File: src/rtl/step_cond_pkg.sv
// Shared definitions for the step conditioner: the FSM state encoding,
// default parameter values and a small constant helper used to size the timer.
package step_cond_pkg;

    typedef enum logic [1:0] {
        ST_IDLE   = 2'd0,
        ST_HELD   = 2'd1,
        ST_REPEAT = 2'd2
    } state_e;

    localparam int DEF_SYNC_STAGES     = 2;
    localparam int DEF_DEBOUNCE_CYCLES = 16;
    localparam int DEF_REPEAT_DELAY    = 64;
    localparam int DEF_REPEAT_PERIOD   = 16;

    function automatic int max_int(input int a, input int b);
        return (a > b) ? a : b;
    endfunction

endpackage

File: src/rtl/step_conditioner_debounce.sv
// debounce: synchronizer chain, mismatch counter and stable-level register
// for one asynchronous, bouncing input.
//   clk      - rising-edge clock
//   rst      - asynchronous active-high reset
//   raw_i    - asynchronous raw input
//   stable_o - debounced level
module debounce
    import step_cond_pkg::*;
#(
    parameter int SYNC_STAGES     = DEF_SYNC_STAGES,
    parameter int DEBOUNCE_CYCLES = DEF_DEBOUNCE_CYCLES
) (
    input  logic clk,
    input  logic rst,
    input  logic raw_i,
    output logic stable_o
);

    localparam int CW = $clog2(DEBOUNCE_CYCLES + 1);
    localparam logic [CW-1:0] CNT_LAST = CW'(DEBOUNCE_CYCLES - 1);

    logic [SYNC_STAGES-1:0] sync_q;
    logic [CW-1:0]          cnt_q;
    logic [CW-1:0]          cnt_d;
    logic                   stable_q;
    logic                   stable_d;
    logic                   synced;

    assign synced = sync_q[SYNC_STAGES-1];

    // The counter only advances while synced disagrees with stable and is
    // cleared on acceptance, so it tops out at DEBOUNCE_CYCLES-1 and never wraps.
    always_comb begin
        cnt_d    = '0;
        stable_d = stable_q;
        if (synced != stable_q) begin
            if (cnt_q == CNT_LAST) begin
                stable_d = synced;
                cnt_d    = '0;
            end else begin
                cnt_d = cnt_q + CW'(1);
            end
        end
    end

    always_ff @(posedge clk or posedge rst) begin
        if (rst) begin
            sync_q   <= '0;
            cnt_q    <= '0;
            stable_q <= 1'b0;
        end else begin
            sync_q   <= {sync_q[SYNC_STAGES-2:0], raw_i};
            cnt_q    <= cnt_d;
            stable_q <= stable_d;
        end
    end

    assign stable_o = stable_q;

endmodule

File: src/rtl/step_conditioner.sv
// step_conditioner: turns a bouncing step button and direction switch into a
// clean one-cycle count enable plus a debounced direction, with optional
// auto-repeat while the button is held.
//   clk        - rising-edge clock
//   rst        - asynchronous active-high reset
//   btn_raw    - asynchronous bouncing step button
//   dir_raw    - asynchronous bouncing direction switch (1 = up)
//   repeat_en  - synchronous auto-repeat enable
//   step_pulse - registered one-cycle count enable
//   dir_stable - debounced direction
//   btn_stable - debounced button level
//   repeating  - high while in auto-repeat
//
// state     | meaning
// ST_IDLE   | button released, waiting for a debounced press
// ST_HELD   | first step issued, timing the initial repeat delay
// ST_REPEAT | auto-repeating every REPEAT_PERIOD cycles
module step_conditioner
    import step_cond_pkg::*;
#(
    parameter int SYNC_STAGES     = DEF_SYNC_STAGES,
    parameter int DEBOUNCE_CYCLES = DEF_DEBOUNCE_CYCLES,
    parameter int REPEAT_DELAY    = DEF_REPEAT_DELAY,
    parameter int REPEAT_PERIOD   = DEF_REPEAT_PERIOD
) (
    input  logic clk,
    input  logic rst,
    input  logic btn_raw,
    input  logic dir_raw,
    input  logic repeat_en,
    output logic step_pulse,
    output logic dir_stable,
    output logic btn_stable,
    output logic repeating
);

    localparam int TW = $clog2(max_int(REPEAT_DELAY, REPEAT_PERIOD) + 1);
    localparam logic [TW-1:0] DELAY_LAST  = TW'(REPEAT_DELAY - 1);
    localparam logic [TW-1:0] PERIOD_LAST = TW'(REPEAT_PERIOD - 1);

    state_e        state_q;
    state_e        state_d;
    logic [TW-1:0] timer_q;
    logic [TW-1:0] timer_d;
    logic          pulse_q;
    logic          pulse_d;
    logic          btn_db;
    logic          dir_db;

    debounce #(
        .SYNC_STAGES    (SYNC_STAGES),
        .DEBOUNCE_CYCLES(DEBOUNCE_CYCLES)
    ) u_btn_db (
        .clk     (clk),
        .rst     (rst),
        .raw_i   (btn_raw),
        .stable_o(btn_db)
    );

    debounce #(
        .SYNC_STAGES    (SYNC_STAGES),
        .DEBOUNCE_CYCLES(DEBOUNCE_CYCLES)
    ) u_dir_db (
        .clk     (clk),
        .rst     (rst),
        .raw_i   (dir_raw),
        .stable_o(dir_db)
    );

    // Release is tested first in every held state so that a release landing
    // on a timer expiry never produces a late step.
    always_comb begin
        state_d = state_q;
        timer_d = timer_q;
        pulse_d = 1'b0;
        case (state_q)
            ST_IDLE: begin
                if (btn_db) begin
                    pulse_d = 1'b1;
                    state_d = ST_HELD;
                    timer_d = '0;
                end
            end
            ST_HELD: begin
                if (!btn_db) begin
                    state_d = ST_IDLE;
                    timer_d = '0;
                end else if (repeat_en) begin
                    if (timer_q == DELAY_LAST) begin
                        pulse_d = 1'b1;
                        state_d = ST_REPEAT;
                        timer_d = '0;
                    end else begin
                        timer_d = timer_q + TW'(1);
                    end
                end
                // repeat_en low: timer holds so a later enable resumes the delay
            end
            ST_REPEAT: begin
                if (!btn_db) begin
                    state_d = ST_IDLE;
                    timer_d = '0;
                end else if (!repeat_en) begin
                    state_d = ST_HELD;
                    timer_d = '0;
                end else if (timer_q == PERIOD_LAST) begin
                    pulse_d = 1'b1;
                    timer_d = '0;
                end else begin
                    timer_d = timer_q + TW'(1);
                end
            end
            default: begin
                state_d = ST_IDLE;
                timer_d = '0;
            end
        endcase
    end

    always_ff @(posedge clk or posedge rst) begin
        if (rst) begin
            state_q <= ST_IDLE;
            timer_q <= '0;
            pulse_q <= 1'b0;
        end else begin
            state_q <= state_d;
            timer_q <= timer_d;
            pulse_q <= pulse_d;
        end
    end

    assign step_pulse = pulse_q;
    assign btn_stable = btn_db;
    assign dir_stable = dir_db;
    assign repeating  = (state_q == ST_REPEAT);

endmodule

File: config.mk
export PLATFORM = sky130hd
export DESIGN_NAME = step_conditioner
export DESIGN_NICKNAME = d
export VERILOG_FILES = /design/src/rtl/step_cond_pkg.sv /design/src/rtl/step_conditioner_debounce.sv /design/src/rtl/step_conditioner.sv
export SDC_FILE = /design/constraint.sdc
export NUM_CORES = 1
export LEC_CHECK = 0
export CAP_MARGIN = 10
export CORE_MARGIN = 4
export CORE_UTILIZATION = 51
export DETAILED_ROUTE_END_ITERATION = 6
export PLACE_DENSITY = 0.73
export SYNTH_ARGS = -nofsm -noshare
export SYNTH_HDL_FRONTEND = slang
export SYNTH_HIERARCHICAL = 1
export SYNTH_SLANG_ARGS = --single-unit
File: constraint.sdc
create_clock -name clk -period 1.8 [get_ports clk]
set_input_delay 0.45 -clock clk [delete_from_list [all_inputs] [get_ports clk]]
set_output_delay 0.45 -clock clk [all_outputs]
set_load 0.01 [all_outputs]
==> out/metrics.cfg <==
[synthesis]
yosys.area.top_type = dfrtp_1
synthesis.area_um2 = 1280
syn_inst = 124
ys_ff_latch = 26
synth_warnings = 6
synth_ff_type = dfrtp_1
yosysSeqAreaShare_pct = 50.7
avgSynthCellArea_um2 = 10.4
yosysTopAreaCellShare_pct = 50.7
synth_edf_count = 0
synth_fp_nets = 136
synth_area_leaders = dfrtp_1 51%, ha_1 6.8%, xor2_1 4.1%
synth-async-reset-ratio_pct = 100
ys_types = 34

[setup_path]
crit_required_ps = 2010
crit_path_cell_trace = buf_4 > ha_4 > nand3b_1 > o21ai_1 > a31o_2 > a31oi_2 > mux2_2
cp-end-kind = register
cp_max_fo = 4
crit_path_start_kind = register
slowest_delay_ps = 460
path_class = register to register
cp_slowest_cell = dfrtp_2
cp.arrival_ps = 1970

[power]
power.internal_uw = 980
power_density_nw_per_um2 = 883
ir_drop_uv = 611
p_comb_share_pct = 33.0
pwr-share-seq_pct = 46.5
sw_frac_of_total_pct = 28.8
clockPowerShare_pct = 20.6
p_sw_uw = 397
power.total_mw = 1.38
power.leakage_nw = 0.737

[floorplan]
initial_core_util_pct = 55.9
core-area_um2 = 2300
die_w_um = 58.2
dieArea_um2 = 3380
die_y_um = 58.2
pin_count = 9
rows = 17

[timing]
drv_slew = 0
slew_headroom_pct = 73.7
setup_viol = 0
finClkSkew_ps = 2.38
fin_crit_ps = 1770
min_period_over_period_pct = 98.1
worstMarginPinSlew_ps = 394
hold_viol_final = 0
max_freq_mhz = 566

[clock_network]
cts_tree = done
ctsHoldBuffers = 0
clk_pin_slew_ps = 130
root_buffer = clkbuf_4
clk_latency_ps = 310
cts.htree.levels = 1
cts_max_path_buffers = 2
cts_buffers = 3
clock_sinks = 26

[job]
drv_cap = 0

[final_layout]
diodes = 0
nNetsFinal = 159
drive_gt1_share_pct = 25.3
area_growth_pct = 21.4
stdcell_count = 174
postLayoutCoreUtil_pct = 67.9

[placement]
gp_congestion = 0.803
portBuffers = 8
place_hpwl_um = 1790
dp_cells = 165

[routing]
drc_errors = 0
viasPerCell = 5.48
dr.pass1.iters = 4
wire_per_inst_um = 13.4
postRouteWirelength_um = 2330
ant_nets = 0
first_iter_violations = 22
vias = 953

[run_status]
outcome = finished clean

[global_routing]
grt_pass1_vias = 941
antenna_found_initial = 0
grt_start_max_net_pins = 15
track_usage_pct = 15.0
grt_pass1_wl_um = 4010
grt_overflow = 0

[worst_hold_path]
hold_class = register to register

-- worst max-delay path, delay by kind of cell, from the launching register on --
family,cells,cell delay [ps]
compound gates,3,470
flops,1,460
mux,1,350
fa+ha+maj,1,170
buf+inv,1,150
simple gates,1,80
-- worst paths after layout --
kind | startpoint | to | slack, ps | depth (start not counted)
max | state_q[0] | state_q[0] | 30 | 7
min reg2reg | u_dir_db/sync_q[0] | u_dir_db/sync_q[1] | 370 | 0
max in group asynchronous | rst | state_q[0] | 1020 | 2
min | u_dir_db/sync_q[0] | u_dir_db/sync_q[1] | 370 | 0
min in group asynchronous | rst | u_btn_db/cnt_q[0] | 440 | 2
max reg2reg | state_q[0] | state_q[0] | 30 | 7
-- flip-flops by register name, indices dropped and copies added, names as in the netlist --
| name | flops |
|---|---|
| u_dir_db/cnt_q | 5 |
| u_dir_db/stable_o | 1 |
| u_btn_db/cnt_q | 5 |
| state_q | 2 |
| timer_q | 7 |
| u_btn_db/stable_o | 1 |
| u_dir_db/sync_q | 2 |
| step_pulse | 1 |
| u_btn_db/sync_q | 2 |
-- per-stage QoR --
step / setup slack, ps / setup TNS (ps) / instance area [um^2] / hold WS (ps)
final: 33.5 / 0 / 1560 / 372
after global routing: -15.6 / -28.7 / 1560 / 385
after CTS: 29.0 / 0 / 1520 / 375
after detailed placement: -327 / -2030 / 1450 / 345
after global placement: -245 / -1600 / 1450 / 338
after floorplan: 31.4 / 0 / 1290 / 266
-- power groups by stage --
stage	Sequential [mW]	Clock, mW	Combinational, mW
3_5_place_dp	0.647	0	0.356
3_3_place_gp	0.645	0	0.350
2_1_floorplan	0.641	0	0.222
4_1_cts	0.637	0.294	0.383
5_1_grt	0.645	0.311	0.499
6_report	0.640	0.283	0.454
-- layout make-up --
type | count | area, um^2
Clock buffer | 4 | 36.3
Fill cell | 186 | 738
Inverter | 9 | 33.8
Multi-Input combinational cell | 85 | 616
Sequential cell | 26 | 653
Tap cell | 28 | 35.0
Timing Repair Buffer | 22 | 185
-- cell usage after synthesis, types with 3 or more instances --
cell type / instances
nand3_2: 3
a21oi_1: 5
nand2_1: 8
nor2_2: 3
nor2_1: 10
nand3_1: 5
and3_1: 3
ha_1: 7
buf_2: 3
dfrtp_1: 26
o21ai_0: 9
xor2_1: 6
inv_1: 9
-- placed cells by master (no fill, tap or decap), types with 2 or more instances in the layout --
| master | instances |
|---|---|
| nor3_1 | 2 |
| dfrtp_2 | 2 |
| inv_1 | 7 |
| clkbuf_4 | 3 |
| nand3b_1 | 2 |
| o21ai_0 | 5 |
| a21oi_1 | 5 |
| ha_4 | 2 |
| o21ai_1 | 6 |
| mux2_1 | 2 |
| xor2_1 | 6 |
| nand2_1 | 8 |
| dfrtp_1 | 24 |
| nor2_2 | 2 |
| and2_1 | 2 |
| clkdlybuf4s50_1 | 7 |
| and3_1 | 3 |
| nor2_1 | 10 |
| ha_1 | 4 |
| inv_2 | 2 |
| nand3_2 | 3 |
| buf_4 | 14 |
| nor2b_1 | 2 |
| nand3_1 | 5 |
-- per-layer routing --
layer | track usage (%) | share of wire, %
met1 | 20.3 | 46
met2 | 24.2 | 50
met3 | 3.12 | 2.2
met4 | 4.64 | 0.95
met5 | 0 | 0
-- cells by family (layout without fill, tap and decap cells) --
family	after synthesis	after routing	synth area share, %
buf+inv	13	35	4.39
flops	26	26	50.7
xor+xnor	6	6	4.09
simple gates	43	43	18.1
fa+ha+maj	7	7	6.82
compound gates	25	25	12.5
mux	4	4	3.41
-- what timing repair did --
item | 4_1_cts | 5_1_grt
gates resized for setup | 5 | 11
pin swaps | 1 | 1
setup endpoints to repair | 7 | 8
buffers inserted | 3 | 2
(Power assumes the default switching activity.)
==> RTL change 1 (config.mk and constraints unchanged) <==
`DEF_DEBOUNCE_CYCLES`: 16 -> 32.
--- a/src/rtl/step_cond_pkg.sv
+++ b/src/rtl/step_cond_pkg.sv
@@ -9,7 +9,7 @@
     } state_e;
 
     localparam int DEF_SYNC_STAGES     = 2;
-    localparam int DEF_DEBOUNCE_CYCLES = 16;
+    localparam int DEF_DEBOUNCE_CYCLES = 32;
     localparam int DEF_REPEAT_DELAY    = 64;
     localparam int DEF_REPEAT_PERIOD   = 16;
 
Check against the original RTL: same outputs for any inputs over 10 cycles, from zero or initial values and one cycle with rst high; that may be too few to reach the edited logic, so the function may still have changed.
==> RTL change 1 against the original RTL <==
- area after synthesis increased by 9.9%
- sequential share of layout area down 0.31 points
- via count is 7.1% higher
- cell area increased by 8.3%
- wire length is 8.2% higher
- sequential cell count rose by 2
- worst setup slack improved by 0.012 ns
- hold slack got worse by 0.0059 ns
- critical path type is now flip-flop to primary output
Power is not compared: it rests on default switching activity, and its combinational part moved more than twofold at a synthesized area within 25%.
==> RTL change 1: results (changes against the original RTL) <==
Worst-Margin Slew: 0.394 ns (about the same)
Number of CTS-inserted buffers: 3 (unchanged)
Max stage delay on crit path: 0.43 ns (was 0.46 ns)
Clk_lat worst skew: 0.33 ns (was 0.31 ns)
Critical Path Slowest Stage Cell: dfrtp_1 (was dfrtp_2)
Crit-path max FO: 5 (was 4)
Top post-synthesis cells by area: dfrtp_1 50%, ha_1 6.2%, o21ai_0 3.9%, nor2_1 3.7%, xor2_1 3.7% (was dfrtp_1 51%, ha_1 6.8%, xor2_1 4.1%, o21ai_0 3.5%, nor2_1 2.9%)
Global-route wire length before repair: 4200 microns (was 4010 microns)
WP data arrival: 1.30 ns (was 1.97 ns)
Synthesized area: 1410 sq um (was 1280 sq um)
DR WL/cell: 13.3 microns (was 13.4 microns)
Library cells used by synthesis: 36 (was 34)
Sequential fraction of the synthesis area: 0.496 (was 0.507)
Nets: 173 (was 159)
Clock-pin slew on the worst setup and hold paths: 0.15 ns (was 0.13 ns)
Drt first-iter violations: 28 (was 22)
Dpl hpwl: 1840 microns (was 1790 microns)
Syn_nets: 150 (was 136)
Max Clock Skew: 0.0150 ns (was 0.00238 ns)
Share of layout cells above drive strength 1: 0.233 (was 0.253)
Global Route Usage Sum: 0.151 (was 0.150)
Pre-CTS setup slack: -0.314 ns (was -0.327 ns)
Hold Crit Class: flip-flop to flip-flop (unchanged)
Vias after detailed routing: 1021 (was 953)
Status: finished, final reports clean (unchanged)
-- RTL change 1: cell types whose count changed after synthesis --
cell	change
dfrtp_1	+2
or3_1	+2
xnor2_1	+4
nand2_1	+2
mux2_1	-2
inv_1	-2
a21oi_2	+2
nor2_2	-2
and3_1	-2
nor2_1	+4
o21ai_0	+2
nand2b_1	+2
mux2_2	+2
-- RTL change 1: critical path: cells and delay by family, from the launching register on --
family,cells,cell delay [ns]
flip-flops,1,0.43
buffers and inverters,2,0.37
adder cells (fa/ha/maj),1,0.17
-- RTL change 1: per-layer routing --
layer,track usage,share of wire,routed length [microns],vias up
met1,0.182,0.45,1140,480
met2,0.260,0.50,1260,22
met4,0.0681,0.011,27,0
li1,-,-,-,515
met5,0,0,0,-
met3,0.0277,0.037,92,4
-- RTL change 1: kinds of logic after synthesis --
group                      synth area share
AOI/OAI and AO/OA                     0.133
xor gates and xnor gates             0.0621
adders and majority gates            0.0621
buffers and inverters                0.0346
DFF                                   0.496
muxes                                0.0310
and+or+nand+nor                       0.181
-- RTL change 1: area by class of cell --
type | count | area, sq um
Clock buffer | 3 | 22.5
Fill cell | 207 | 880
Inverter | 7 | 26.3
Multi-Input combinational cell | 99 | 714
Sequential cell | 28 | 702
Tap cell | 30 | 37.5
Timing Repair Buffer | 22 | 185
-- RTL change 1: timing repair --
| item | CTS | global route |
|---|---|---|
| resized for setup | 7 | 7 |
| gates cloned | 0 | 0 |
| pin swaps | 0 | 1 |
| endpoints found under the setup margin | 4 | 7 |
| setup buffers | 2 | 3 |
-- RTL change 1: stage by stage --
stage,area [sq um],instances
after floorplan,1410,138
after global placement,1580,181
after detailed placement,1580,181
after CTS,1640,186
after global routing,1690,189
final,1690,189
-- RTL change 1: power by group through the flow --
stage	combinational [uW]	sequential (uW)	clock, uW
2_1_floorplan	30.8	667	0
3_3_place_gp	49.1	668	0
3_5_place_dp	50.5	669	0
4_1_cts	51.2	657	256
5_1_grt	55.6	659	287
6_report	49.4	657	256
-- RTL change 1: path summary, 6_finish.rpt --
| kind | from | to | slack [ns] | cells after the start |
|---|---|---|---|---|
| hold reg to reg | u_dir_db/sync_q[0] | u_dir_db/sync_q[1] | 0.37 | 0 |
| setup reg to reg | state_q[0] | state_q[0] | 0.06 | 7 |
| min in group asynchronous | rst | u_btn_db/sync_q[0] | 0.41 | 2 |
| hold / removal | u_dir_db/sync_q[0] | u_dir_db/sync_q[1] | 0.37 | 0 |
| setup / recovery | state_q[1] | repeating | 0.05 | 3 |
| max in group asynchronous | rst | timer_q[3] | 1.07 | 2 |
==> RTL change 2 (same settings) <==
Without the edit above. Register the outputs `dir_stable`, `btn_stable` and `repeating`, with the module's reset; this adds one clock of latency there. The other outputs are not delayed to match. Comments in the files are not updated.
--- a/src/rtl/step_conditioner.sv
+++ b/src/rtl/step_conditioner.sv
@@ -130,9 +130,17 @@
     end
 
     assign step_pulse = pulse_q;
-    assign btn_stable = btn_db;
-    assign dir_stable = dir_db;
-    assign repeating  = (state_q == ST_REPEAT);
+    always_ff @(posedge clk or posedge rst) begin
+        if (rst) begin
+            dir_stable <= '0;
+            btn_stable <= '0;
+            repeating  <= '0;
+        end else begin
+            dir_stable <= dir_db;
+            btn_stable <= btn_db;
+            repeating  <= (state_q == ST_REPEAT);
+        end
+    end
 
 endmodule
 
Check against the original RTL: same outputs for any inputs over 10 cycles, from zero or initial values and one cycle with rst high; that may be too few to reach the edited logic, so the function may still have changed.
==> RTL change 2 against the original RTL <==
- sequential cell count is 3 higher
- first-iteration DRC count is 9.1% lower
- wire length is 2.1% higher
- area after synthesis is 6.5% higher
- power is 15% higher
- worst setup slack better by 0.040 ns
- count of clock-buffer cells in the layout is 3 higher
- cell area is 5.1% higher
- clock skew is 0.0045 ns higher
- combinational power is 29% lower
- critical path type unchanged
- highest routed layer unchanged
==> RTL change 2: results (changes against the original RTL) <==
R2R setup slack: 0.07 ns (was 0.03 ns)
Max Clock Skew: 0.00684 ns (was 0.00238 ns)
Global-route wire length before repair: 4000 microns (was 4010 microns)
Crit-path max FO: 3 (was 4)
Post-layout minimum cycle time: 1.73 ns (was 1.77 ns)
Pre-CTS setup slack: -0.196 ns (was -0.327 ns)
Mapped Cells: 126 (was 124)
Synth Flop Type: dfrtp_1 (unchanged)
Maximum vdd drop: 0.696 mV (was 0.611 mV)
Crit. Startpoint: state_q[1] (was state_q[0])
Pleak: 0.000774 uW (was 0.000737 uW)
Kind of critical path: flip-flop to flip-flop (unchanged)
GPL Wtd Cong: 0.794 (was 0.803)
Largest net degree at the start of global routing: 14 (was 15)
Worst-Margin Slew: 0.526 ns (was 0.394 ns)
CTS H-tree depth: 2 (was 1)
Number of global-route vias before repair: 938 (was 941)
Complex-gate fraction of the synthesized area: 0.112 (was 0.125)
I/O Buffers: 8 (unchanged)
Post-synthesis mux area share: 0.0247 (was 0.0341)
Top Registers: timer_q: 7 flops, u_btn_db/cnt_q: 5 flops, u_dir_db/cnt_q: 5 flops (unchanged)
Top post-synthesis cells by area: dfrtp_1 53%, ha_1 6.4%, xor2_1 3.8%, nand3_1 2.6%, o21ai_0 2.6% (was dfrtp_1 51%, ha_1 6.8%, xor2_1 4.1%, o21ai_0 3.5%, nor2_1 2.9%)
Nets: 157 (was 159)
Vias after detailed routing: 986 (was 953)
Drt first-iter violations: 20 (was 22)
Worst hold margin: 0.359 ns (was 0.372 ns)
WP data arrival: 1.94 ns (was 1.97 ns)
Top post-synthesis cells by count: 29 x dfrtp_1, 9 x nand2_1, 8 x inv_1, 8 x nor2_1 (was 26 x dfrtp_1, 10 x nor2_1, 9 x inv_1, 9 x o21ai_0, 8 x nand2_1)
Number of CTS-inserted buffers: 5 (was 3)
Asr flop ratio synth: 1.00 (unchanged)
Clk_lat worst skew: 0.32 ns
Status: finished, final reports clean (unchanged)
CTS max path bufs: 2 (unchanged)
Library cells used by synthesis: 35 (was 34)
Syn_nets: 138 (was 136)
DR WL/cell: 13.5 microns (was 13.4 microns)
# fillers: 198 (was 186)
Clock-pin slew on the worst setup and hold paths: 0.09 ns (was 0.13 ns)
# diodes: 0 (unchanged)
Initial DRT Pass Iterations: 4 (unchanged)
Post-Synth Adder-Cell Area: 0.0640 (was 0.0682)
Global Route Usage Sum: 0.153 (was 0.150)
Post-Synth XOR/XNOR Area: 0.0384 (was 0.0409)
Placed Cells: 167 (was 165)
Dpl hpwl: 1740 microns (was 1790 microns)
Initial antenna violation count: 0 (unchanged)
R2R Path End: state_q[0] (unchanged)
Share of layout cells above drive strength 1: 0.192 (was 0.253)
Non-Filler Instances: 176 (was 174)
Sequential fraction of the synthesis area: 0.531 (was 0.507)
-- RTL change 2: cell types whose count changed after synthesis, sizes merged, moves of 2 or more --
cell    unedited run  this run
nor2              13        10
nand3              8        10
dfrtp             26        29
nand2b             0         2
nor3               2         0
-- RTL change 2: logic make-up after synthesis --
| group | count (synthesis) |
|---|---|
| fa+ha+maj | 7 |
| buf+inv | 11 |
| mux | 3 |
| flops | 29 |
| compound gates | 23 |
| simple gates | 47 |
| xor+xnor | 6 |
-- RTL change 2: worst max-delay path, cell delays in order, from the launching register on --
cell and delay, ns:
dfrtp_1 0.36, inv_1 0.10, ha_1 0.24, nand3b_1 0.09, o21ai_1 0.08, a31o_2 0.23
a31oi_2 0.17, mux2_2 0.35
-- RTL change 2: power by group --
part | internal, uW | switching (uW)
Clock | 332 | 223
Sequential | 679 | 25.1
Combinational | 156 | 165
-- RTL change 2: stage by stage --
step           instance area, sq um  power [uW]
2_1_floorplan                  1370         890
4_1_cts                        1600        1550
3_3_place_gp                   1520         981
5_1_grt                        1640        1660
3_5_place_dp                   1520         989
6_report                       1640        1580
-- RTL change 2: cell type report --
type	count	area, sq um	area share
clock buffers	7	55.1	0.0336
clock inverters	1	30.0	0.0183
inverters	8	30.0	0.0183
multi-input cells	86	628	0.383
flip-flops and latches	29	726	0.443
well taps	30	37.5	0.0229
repair buffers	15	133	0.0809
-- RTL change 2: per-layer routing --
| layer | share of wire | vias to the layer above | global-route usage |
|---|---|---|---|
| li1 | - | 475 | - |
| met1 | 0.45 | 484 | 0.181 |
| met2 | 0.48 | 23 | 0.250 |
| met3 | 0.048 | 4 | 0.0583 |
| met4 | 0.013 | 0 | 0.0570 |
| met5 | 0 | - | 0 |
-- RTL change 2: worst min-delay path by stage --
stage,start,to,cells past startpoint
floorplan,rst,u_btn_db/cnt_q[0],1
global placement,u_btn_db/sync_q[0],u_btn_db/sync_q[1],0
detailed placement,u_dir_db/sync_q[0],u_dir_db/sync_q[1],0
CTS,u_dir_db/sync_q[0],u_dir_db/sync_q[1],0
global route,u_dir_db/sync_q[0],u_dir_db/sync_q[1],0
finish,u_dir_db/sync_q[0],u_dir_db/sync_q[1],0
-- RTL change 2: what timing repair did --
| action | CTS | global route |
|---|---|---|
| resized for setup | 0 | 5 |
| endpoints found under the setup margin | 0 | 4 |
| buffers inserted | 0 | 1 |
